===== src/rtl/dense_argmax.sv =====
// dense_argmax: running arg-max over a frame of NUM_NEURONS signed scores.
// Scores arrive one per beat on a valid/ready stream. After the last beat of
// a frame, the winning index and its score are presented on a result port.
// The result is held until the consumer accepts it.
module dense_argmax #(
  parameter int NUM_NEURONS = 40,
  parameter int DATA_W      = 32,
  parameter int IDX_W       = $clog2(NUM_NEURONS)
) (
  input  logic              clk_i,
  input  logic              rst_ni,
  input  logic              clear_i,
  input  logic              dense_valid_i,
  input  logic [DATA_W-1:0] dense_data_i,
  output logic              dense_ready_o,
  output logic              class_valid_o,
  output logic [IDX_W-1:0]  class_idx_o,
  output logic [DATA_W-1:0] class_score_o,
  input  logic              class_ready_i
);

  localparam logic [IDX_W-1:0] LAST_IDX = IDX_W'(NUM_NEURONS - 1);

  typedef enum logic {
    ACCUM  = 1'b0,
    RESULT = 1'b1
  } state_t;

  state_t                    state_reg, state_next;
  logic [IDX_W-1:0]          cnt_reg, cnt_next;
  logic signed [DATA_W-1:0]  best_reg, best_next;
  logic [IDX_W-1:0]          best_idx_reg, best_idx_next;
  logic                      ready_reg, ready_next;
  logic                      valid_reg, valid_next;
  logic [IDX_W-1:0]          idx_reg, idx_next;
  logic [DATA_W-1:0]         score_reg, score_next;

  logic accept;
  logic take;

  assign accept = dense_valid_i && ready_reg;

  // The first beat of a frame always wins; later beats only on a strictly
  // greater score, so ties keep the lower index.
  assign take = (cnt_reg == '0) || ($signed(dense_data_i) > best_reg);

  // State and datapath registers; reset clears everything, results included.
  always_ff @(posedge clk_i or negedge rst_ni) begin
    if (!rst_ni) begin
      state_reg    <= ACCUM;
      cnt_reg      <= '0;
      best_reg     <= '0;
      best_idx_reg <= '0;
      ready_reg    <= 1'b0;
      valid_reg    <= 1'b0;
      idx_reg      <= '0;
      score_reg    <= '0;
    end else begin
      state_reg    <= state_next;
      cnt_reg      <= cnt_next;
      best_reg     <= best_next;
      best_idx_reg <= best_idx_next;
      ready_reg    <= ready_next;
      valid_reg    <= valid_next;
      idx_reg      <= idx_next;
      score_reg    <= score_next;
    end
  end

  // Next-state logic: clear overrides everything; otherwise accumulate beats
  // in ACCUM and wait for the result handshake in RESULT.
  always_comb begin
    state_next    = state_reg;
    cnt_next      = cnt_reg;
    best_next     = best_reg;
    best_idx_next = best_idx_reg;
    ready_next    = ready_reg;
    valid_next    = valid_reg;
    idx_next      = idx_reg;
    score_next    = score_reg;

    if (clear_i) begin
      // Abort the frame; the last published result stays on the outputs.
      state_next = ACCUM;
      cnt_next   = '0;
      valid_next = 1'b0;
      ready_next = 1'b1;
    end else begin
      case (state_reg)
        ACCUM: begin
          ready_next = 1'b1;
          if (accept) begin
            if (take) begin
              best_next     = $signed(dense_data_i);
              best_idx_next = cnt_reg;
            end
            if (cnt_reg == LAST_IDX) begin
              // Publish the winner including this final beat's comparison.
              idx_next   = take ? cnt_reg : best_idx_reg;
              score_next = take ? dense_data_i : best_reg;
              valid_next = 1'b1;
              ready_next = 1'b0;
              cnt_next   = '0;
              state_next = RESULT;
            end else begin
              cnt_next = cnt_reg + IDX_W'(1);
            end
          end
        end
        RESULT: begin
          ready_next = 1'b0;
          if (valid_reg && class_ready_i) begin
            valid_next = 1'b0;
            ready_next = 1'b1;
            state_next = ACCUM;
          end
        end
        default: begin
          state_next = ACCUM;
          cnt_next   = '0;
          valid_next = 1'b0;
          ready_next = 1'b1;
        end
      endcase
    end
  end

  assign dense_ready_o = ready_reg;
  assign class_valid_o = valid_reg;
  assign class_idx_o   = idx_reg;
  assign class_score_o = score_reg;

endmodule


===== config.mk =====
export PLATFORM = sky130hd
export DESIGN_NAME = dense_argmax
export DESIGN_NICKNAME = d
export VERILOG_FILES = /design/src/rtl/dense_argmax.sv
export SDC_FILE = /design/constraint.sdc
export NUM_CORES = 1
export LEC_CHECK = 0
export CAP_MARGIN = 15
export CORE_MARGIN = 2
export CORE_UTILIZATION = 50
export CTS_BUF_LIST = sky130_fd_sc_hd__clkbuf_8
export CTS_CLUSTER_SIZE = 10
export DETAILED_ROUTE_END_ITERATION = 16
export PLACE_DENSITY = 0.83
export SYNTH_ARGS = -nofsm -noshare
export SYNTH_HDL_FRONTEND = slang
export SYNTH_SLANG_ARGS = --single-unit

===== constraint.sdc =====
create_clock -name clk_i -period 2.7 [get_ports clk_i]
set_input_delay 0.405 -clock clk_i [delete_from_list [all_inputs] [get_ports clk_i]]
set_output_delay 0.405 -clock clk_i [all_outputs]
set_load 0.1 [all_outputs]

==> impl_metrics.yaml, run 1 <==
cts:
  path_clk_slew_ps: 90
  cts_buffers: 9
  cts.htree.levels: 3
  cts-root-buf: "clkbuf_8"
  cts.sinks: 85
  clock_latency_ps: 370
  clockBufferDepth: 2
  cts-hold-fix-buffers: 0
  cts_tree: "yes"
global_route:
  grtUsageTotal_pct: 25.0
  grt_pass1_wl_um: 20300
  overflow: 0
  grt_pass1_vias: 4157
  grt_max_degree: 51
  antenna_found_initial: 0
route:
  drc: 0
  drt_pass1_iterations: 4
  via_per_inst: 6.46
  avgRoutedWirePerCell_um: 22.8
  drtIter0Drc: 329
  via_count: 4611
  detail-route-antenna-nets: 0
  wirelength_um: 16300
sta:
  hold_viol: 0
  slew_headroom_pct: 55.0
  slew_viol_final: 0
  setup_violations: 74
  setup_slack_ps: -183
  worst_pin_slew_ps: 676
  fin_crit_sh_pct: 107
  max_freq_ghz: 0.347
  rsz0062_at_grt: "yes"
  period_minus_slack_ps: 2880
  skew_ps: 11.5
layout:
  syn_to_final_growth_pct: 43.9
  antennaDiodeCount: 0
  nets: 669
  finish.instance_area_um2: 6790
  drive_above_1_share_pct: 33.2
  finalNonFillerCells: 714
yosys:
  yosysWarnings: 0
  syn_nets: 535
  yosysUniqueCellTypes: 43
  synthTopCellsByArea: "dfrtp_1 (45%), ha_1 (9.0%), o211ai_1 (6.2%)"
  ys.flop_type: "dfrtp_1"
  synth_enable_flop_cells: 0
  mappedNetlistArea_um2: 4720
  synth_top_area_share_pct: 45.0
  synth_cells: 464
  ys_seq_area_share_pct: 45.0
  yosys-top-cells-count: "dfrtp_1 (85), inv_1 (40), nor2_1 (40)"
  syn_area_per_cell_um2: 10.2
  yosysTopAreaCell: "dfrtp_1"
  synthArstFlopShare_pct: 100
  synth_most_common_cell: "dfrtp_1"
  ys_ff_latch: 85
die:
  die_w_um: 101
  dieHeight_um: 101
  start_util_pct: 51.3
  num_rows: 35
  core_um2: 9200
  dieArea_um2: 10200
  num_io_pins: 77
status:
  violations: "negative setup slack"
  status: "complete, but fails checks"
setup_path:
  cp.arrival_ps: 3150
  worst-setup-path-type: "reg2reg"
  critPathRequiredTime_ps: 2970
  start_kind: "register"
  critPathMaxFanout: 5
  crit_path_end_kind: "register"
place:
  dp_hpwl_um: 8380
  gp_congestion: 0.808
  placedCellCount: 672
  dpl_cell_area_um2: 5840
  place.port_buffers: 76
run:
  drv_cap: 0
power:
  p_leak_nw: 3.44
  ir_drop_mv: 0.344
  powerDensity_nw_per_um2: 679
worst_hold_path:
  hold_class: "in2async"
[per-stage QoR]
stage                     power (mW)  worst slack (ps)  hold WS, ps  setup TNS, ps  utilization, %
final                           4.61              -183         55.9          -6290            73.9
after global placement          2.77              -355          466         -24710            63.5
after global routing            4.75              -284          104         -10230            73.9
after floorplan                 2.35               131          109              0               -
after detailed placement        2.84              -528          477         -32170            63.5
after CTS                       3.87             -12.4         85.9          -12.7            66.0
[routing by layer]
metal / routed length (µm) / part of all wire (%) / vias to the layer above / global-route usage (%)
met1: 6170 / 38 / 2232 / 34.3
li1: - / - / 1961 / -
met2: 7900 / 49 / 331 / 40.6
met4: 810 / 5.0 / 0 / 10.1
met5: 0 / 0 / - / 0
met3: 1390 / 8.5 / 87 / 3.31
[report_power, final]
part           total (mW)  switching (mW)  leakage [nW]  internal [mW]
combinational        2.03           0.984          2.23           1.04
clock                1.02           0.505         0.114          0.518
sequential           1.56           0.143          1.10           1.42
[cell type report]
type                            instances  area, µm²
Clock inverter                          7       91.3
Multi-Input combinational cell        306       2540
Tap cell                              111        139
Fill cell                             558       2400
Sequential cell                        85       2130
Clock buffer                            9        124
Inverter                               40        150
Timing Repair Buffer                  156       1620
[placed cells by master (no fill, tap or decap), drive strengths merged, types with 2 or more instances in the layout]
master / n
o211ai: 39
a211oi: 3
nor2: 40
dfrtp: 85
nand2: 14
nor3: 5
inv: 41
mux2: 37
a31oi: 35
nor2b: 3
clkbuf: 19
buf: 111
o21ai: 5
ha: 34
o2111ai: 3
dlymetal6s2s: 18
nor4: 4
bufinv: 2
a21oi: 17
nand3: 39
a22o: 2
xor2: 3
nand4: 6
clkdlybuf4s50: 17
clkinv: 4
o22ai: 2
[path summary, 6_finish.rpt]
| check | from | endpoint | slack, ps | depth (start not counted) |
|---|---|---|---|---|
| max | best_reg[11]$_DFFE_PN0P_ | class_idx_o[0]$_DFFE_PN0P_ | -180 | 12 |
| min | rst_ni | class_score_o[6]$_DFFE_PN0P_ | 60 | 1 |
| max reg2reg | best_reg[11]$_DFFE_PN0P_ | class_idx_o[0]$_DFFE_PN0P_ | -180 | 12 |
| min reg2reg | best_idx_reg[2]$_DFFE_PN0P_ | best_idx_reg[2]$_DFFE_PN0P_ | 520 | 1 |
| max in group asynchronous | rst_ni | class_score_o[26]$_DFFE_PN0P_ | 2010 | 2 |
| min in group clk_i | dense_data_i[18] | best_reg[18]$_DFFE_PN0P_ | 370 | 2 |
[kinds of logic (layout without fill, tap and decap cells)]
logic type / Yosys count / count (layout) / synth area share, %
buf+inv: 73 / 212 / 6.54
mux: 37 / 37 / 10.3
flops: 85 / 85 / 45.0
xor+xnor: 4 / 4 / 0.742
simple gates: 116 / 116 / 11.7
fa+ha+maj: 34 / 34 / 9.01
compound gates: 115 / 115 / 16.7
[worst max-delay path, cell delays in order (launching register included)]
cell and delay, ps:
dfrtp_1 390, inv_1 60, ha_1 350, nand4_1 160, inv_1 90, a221oi_2 320
o211ai_1 230, buf_4 200, a211oi_4 260, buf_6 190, buf_8 120, o211ai_1 130
a31oi_1 270
[what timing repair did]
action,in CTS,in global routing
endpoints found under the setup margin,71,76
resized for setup,6,67
pin swaps,0,48
cloned,0,15
buffers inserted,0,11
(Power assumes the default switching activity.)
==> inputs of run 2 (changes only) <==
CORE_UTILIZATION = 56   (was 50)
GPL_ROUTABILITY_DRIVEN = 0   (was unset)
PLACE_DENSITY = 0.88   (was 0.83)
clock period = 3.1 ns   (was 2.7 ns; I/O delays follow)
==> run 2 against run 1 <==
The run ends with negative hold slack left; clock power shrank 27%; combinational power shrank 47%; cell count shrank 8.3%; non-clock buffer count shrank 53; clock skew grew 3.9 ps; worst setup slack gained 370 ps; flip-flop and latch count is the same; first-iteration DRC count shrank 27%; total power shrank 31%; sequential power shrank 13%; highest routed layer unchanged.
==> impl_metrics.yaml, run 2 (synthesis results as in run 1) <==
status:
  status: "complete, but fails checks"
  violations: "negative hold slack"
sta:
  rsz0062_at_grt: "no"
  setup_violations: 0
  skew_ps: 15.4
  slew_viol_final: 0
  max_freq_ghz: 0.344
  period_minus_slack_ps: 2910
  setup_slack_ps: 189
  whs_ps: -7.10
  fin_crit_sh_pct: 93.9
  hold_viol: 11
  slew_headroom_pct: 70.5
  worst_pin_slew_ps: 439
setup_path:
  crit_path_end_kind: "register"
  critPathMaxFanout: 34
  r2r_slack_ps: 360
  start_kind: "input port"
  reg2reg_from: "best_reg[30]$_DFFE_PN0P_"
  cp.arrival_ps: 3190
  rr_worst_depth: 9
  worst-setup-path-type: "in2reg"
  r2r_end: "class_score_o[16]$_DFFE_PN0P_"
  critPathRequiredTime_ps: 3380
layout:
  mostFrequentLayoutCells: "dfrtp_1 (85), buf_4 (63), inv_1 (40), nor2_1 (40), o211ai_1 (39)"
  finish.instance_area_um2: 5830
  antennaDiodeCount: 0
  syn_to_final_growth_pct: 23.4
  drive_above_1_share_pct: 22.9
  nets: 616
  mostFrequentLayoutCell: "dfrtp_1"
place:
  pre_cts_slack_ps: -83.5
  dp_hpwl_um: 7930
  place.port_buffers: 76
  dpl_cell_area_um2: 5620
die:
  die_w_um: 95.8
  dieHeight_um: 95.8
  num_rows: 33
  num_io_pins: 77
  dieArea_um2: 9180
  core_um2: 8180
  start_util_pct: 57.8
route:
  via_per_inst: 6.03
  avgRoutedWirePerCell_um: 17.5
  drc: 0
  drtIter0Drc: 239
  wirelength_um: 11400
  detail-route-antenna-nets: 0
  via_count: 3948
  drt_pass1_iterations: 4
cts:
  cts_setup_buffers: 0
  clock_latency_ps: 380
  cts-hold-fix-buffers: 0
  cts.htree.levels: 3
  cts_buffers: 9
  clockBufferDepth: 2
  cts-resized-gates: 0
  cts.sinks: 85
  path_clk_slew_ps: 100
  cts-root-buf: "clkbuf_8"
  cts_tree: "yes"
power:
  p_leak_nw: 2.82
  powerDensity_nw_per_um2: 545
  ir_drop_mv: 0.287
global_route:
  grt_pass1_vias: 4051
  grt_pass1_wl_um: 19200
  grt_max_degree: 86
  antenna_found_initial: 0
  grtUsageTotal_pct: 27.0
  overflow: 0
worst_hold_path:
  hold_class: "in2async"
run:
  drv_cap: 0
-- run 2: cell types whose count changed in the layout (fill, tap and decap cells not counted), moves of 6 or more --
cell / previous run / this run
buf_4: 94 / 63
clkdlybuf4s50_1: 17 / 35
dlymetal6s2s_1: 18 / 0
mux2_2: 6 / 18
mux2_4: 31 / 19
clkbuf_16: 10 / 0
ha_1: 25 / 34
ha_4: 9 / 0
a21oi_1: 11 / 17
a21oi_2: 6 / 0
buf_6: 6 / 0
-- run 2: how the worst max path moves through the flow --
stage	startpoint	end	slack (ps)	depth (start not counted)
final	dense_data_i[19]	class_score_o[16]$_DFFE_PN0P_	190	10
after global placement	dense_data_i[31]	best_idx_reg[4]$_DFFE_PN0P_	20	9
after floorplan	dense_ready_o$_DFF_PN0_	class_idx_o[0]$_DFFE_PN0P_	310	8
after CTS	dense_data_i[30]	class_score_o[16]$_DFFE_PN0P_	250	9
after detailed placement	dense_data_i[30]	best_reg[26]$_DFFE_PN0P_	-80	9
after global routing	dense_data_i[30]	class_score_o[29]$_DFFE_PN0P_	50	9
-- run 2: per-stage QoR --
stage	power (mW)	setup TNS, ps	util, %	instances
global placement	2.34	0	68.7	638
CTS	3.18	0	71.0	654
finish	3.17	0	71.3	655
detailed placement	2.42	-3230	68.7	638
floorplan	2.05	0	-	464
global route	3.37	0	71.3	655
-- run 2: metal layers --
metal | up-vias | track usage, % | part of all wire [%]
li1 | 1858 | - | -
met1 | 1928 | 34.6 | 42
met2 | 132 | 44.8 | 49
met3 | 30 | 4.39 | 6.4
met4 | 0 | 12.6 | 2.5
met5 | - | 0 | 0
-- run 2: worst max-delay path: stages --
cell	delay [ps]
clkdlybuf4s50_1	480
ha_1	360
and2_0	210
a221o_1	330
nand2_1	80
o211ai_1	160
a32oi_2	280
buf_4	430
nand3_1	150
a31oi_1	260
-- run 2: area by class of cell --
type	instances	area (µm²)
Clock buffer	10	138
Clock inverter	6	45.0
Fill cell	596	2350
Inverter	40	150
Multi-Input combinational cell	306	2310
Sequential cell	85	2130
Tap cell	105	131
Timing Repair Buffer	103	931
-- run 2: power breakdown --
group          internal (mW)  switching, mW
Clock                  0.317          0.430
Combinational          0.497          0.580
Sequential              1.24          0.112
==> inputs of run 3 (changes only) <==
CORE_UTILIZATION = 54   (was 56)
CTS_BUF_LIST = unset   (was sky130_fd_sc_hd__clkbuf_8)
PLACE_DENSITY = 0.86   (was 0.88)
==> run 3 against run 2 <==
The flow now finishes without violations; flip-flop and latch count unchanged; count of clock-buffer cells in the layout is 1 higher; cell count rose by 1.5%; register-to-register slack improved by 20 ps; worst hold slack improved by 510 ps; non-clock buffer count is 7 higher; clock power up 1%; wire length up 0.15%; utilization decreased by 2.7 points; fmax rose by 0.83%; critical endpoint is now class_score_o[6]$_DFFE_PN0P_; highest routed layer unchanged.
==> impl_metrics.yaml, run 3 (synthesis results as in run 1) <==
sta:
  slew_viol_final: 0
  hold_viol: 0
  slew_headroom_pct: 71.7
  fin_crit_sh_pct: 93.1
  skew_ps: 17.4
  period_minus_slack_ps: 2890
  worst_pin_slew_ps: 422
  rsz0062_at_grt: "no"
  setup_violations: 0
  setup_slack_ps: 213
  max_freq_ghz: 0.346
global_route:
  antenna_found_initial: 0
  met2_usage_pct: 40.0
  grt-busiest-layer: "met2"
  grt_pass1_wl_um: 19300
  grt_util_met1_pct: 33.7
  overflow: 0
  grtUsageTotal_pct: 24.6
  grt_pass1_vias: 4045
  grt_max_degree: 86
  use_met3_pct: 3.17
route:
  avgRoutedWirePerCell_um: 17.2
  drt_pass1_iterations: 5
  via_count: 4046
  drtIter0Drc: 164
  drc: 0
  wirelength_um: 11500
  detail-route-antenna-nets: 0
  via_per_inst: 6.08
cts:
  cts_buffers: 9
  cts_setup_buffers: 0
  cts-root-buf: "clkbuf_8"
  cts_tree: "yes"
  clock_latency_ps: 370
  cts.sinks: 85
  cts-resized-gates: 0
  clockBufferDepth: 2
  path_clk_slew_ps: 100
  cts.htree.levels: 3
die:
  start_util_pct: 55.0
  num_io_pins: 77
  core_um2: 8590
  num_rows: 34
  dieHeight_um: 97.5
  die_w_um: 97.5
  dieArea_um2: 9510
layout:
  drive_above_1_share_pct: 23.7
  mostFrequentLayoutCell: "dfrtp_1"
  nets: 623
  syn_to_final_growth_pct: 24.7
  mostFrequentLayoutCells: "dfrtp_1 (85), buf_4 (69), inv_1 (40), nor2_1 (40), o211ai_1 (39)"
  finalNonFillerCells: 665
  antennaDiodeCount: 0
place:
  dp_hpwl_um: 7750
  place.port_buffers: 76
  placedCellCount: 647
  pre_cts_slack_ps: -140
setup_path:
  critPathMaxFanout: 18
  worst-setup-path-type: "in2reg"
  critPathMaxStageDelay_ps: 470
  crit_path_end_kind: "register"
  start_kind: "input port"
  critPathRequiredTime_ps: 3390
  cp.arrival_ps: 3180
  path_cells: "clkdlybuf4s50_1 -> ha_1 -> nand4_1 -> nor4_2 -> nand2_1 -> o211ai_1 -> buf_4 -> a22o_1 -> buf_4 -> o211ai_1 -> a31oi_1"
  slowest_stage: "clkdlybuf4s50_1"
run:
  drv_cap: 0
power:
  powerDensity_nw_per_um2: 546
  p_leak_nw: 2.85
  ir_drop_mv: 0.288
status:
  status: "complete, no violations"
worst_hold_path:
  hold_class: "in2async"
-- run 3: changes by cell type in the layout (fill, tap and decap cells not counted), sizes merged --
cell	delta
buf	+6
inv	-2
clkbuf	+1
clkinvlp	+1
dlygate4sd3	+1
-- run 3: critical path, delay by kind of cell --
family                     cells  cell delay, ps
and+or+nand+nor                3             580
adders and majority gates      1             350
buffers and inverters          3             950
AOI/OAI and AO/OA              4             800
-- run 3: repair_timing --
| item | in CTS | in global routing |
|---|---|---|
| setup endpoints to repair | 0 | 0 |
| endpoints found under the hold margin | 0 | 17 |
| hold buffers | 0 | 1 |
-- run 3: layer usage --
layer | vias up | part of all wire (%)
met5 | - | 0
met4 | 0 | 1.9
met3 | 20 | 6.3
met2 | 154 | 49
met1 | 2005 | 43
li1 | 1867 | -
-- run 3: power by group --
part / internal [mW] / total (mW) / leakage, nW / switching, mW
sequential: 1.24 / 1.35 / 1.10 / 0.110
clock: 0.333 / 0.758 / 0.0836 / 0.425
combinational: 0.527 / 1.11 / 1.67 / 0.583
total: 2.10 / 3.22 / 2.85 / 1.12
-- run 3: path summary, 6_finish.rpt --
check / startpoint / endpoint / slack, ps / depth (start not counted)
max in group asynchronous: rst_ni / best_idx_reg[5]$_DFFE_PN0P_ / 1940 / 3
setup reg to reg: best_reg[21]$_DFFE_PN0P_ / class_score_o[11]$_DFFE_PN0P_ / 380 / 11
hold / removal: rst_ni / class_score_o[4]$_DFFE_PN0P_ / 510 / 2
min in group clk_i: best_idx_reg[5]$_DFFE_PN0P_ / best_idx_reg[5]$_DFFE_PN0P_ / 510 / 1
hold reg to reg: best_idx_reg[5]$_DFFE_PN0P_ / best_idx_reg[5]$_DFFE_PN0P_ / 510 / 1
setup / recovery: dense_data_i[30] / class_score_o[6]$_DFFE_PN0P_ / 210 / 11
-- run 3: metrics by stage --
step | utilization, % | hold WS, ps | area (µm²) | power, mW | setup TNS [ps]
floorplan | - | 169 | 4720 | 2.05 | 0
global placement | 65.9 | 489 | 5670 | 2.39 | 0
detailed placement | 65.9 | 494 | 5670 | 2.45 | -5170
CTS | 68.1 | 340 | 5850 | 3.21 | 0
global route | 68.5 | 523 | 5890 | 3.39 | 0
finish | 68.5 | 508 | 5890 | 3.22 | 0
-- run 3: area by class of cell --
| class | count | area, µm² |
|---|---|---|
| flip-flops and latches | 85 | 2130 |
| clock inverters | 5 | 35.0 |
| inverters | 40 | 150 |
| fillers | 630 | 2700 |
| multi-input cells | 306 | 2310 |
| repair buffers | 110 | 986 |
| well taps | 108 | 135 |
| clock buffers | 11 | 151 |
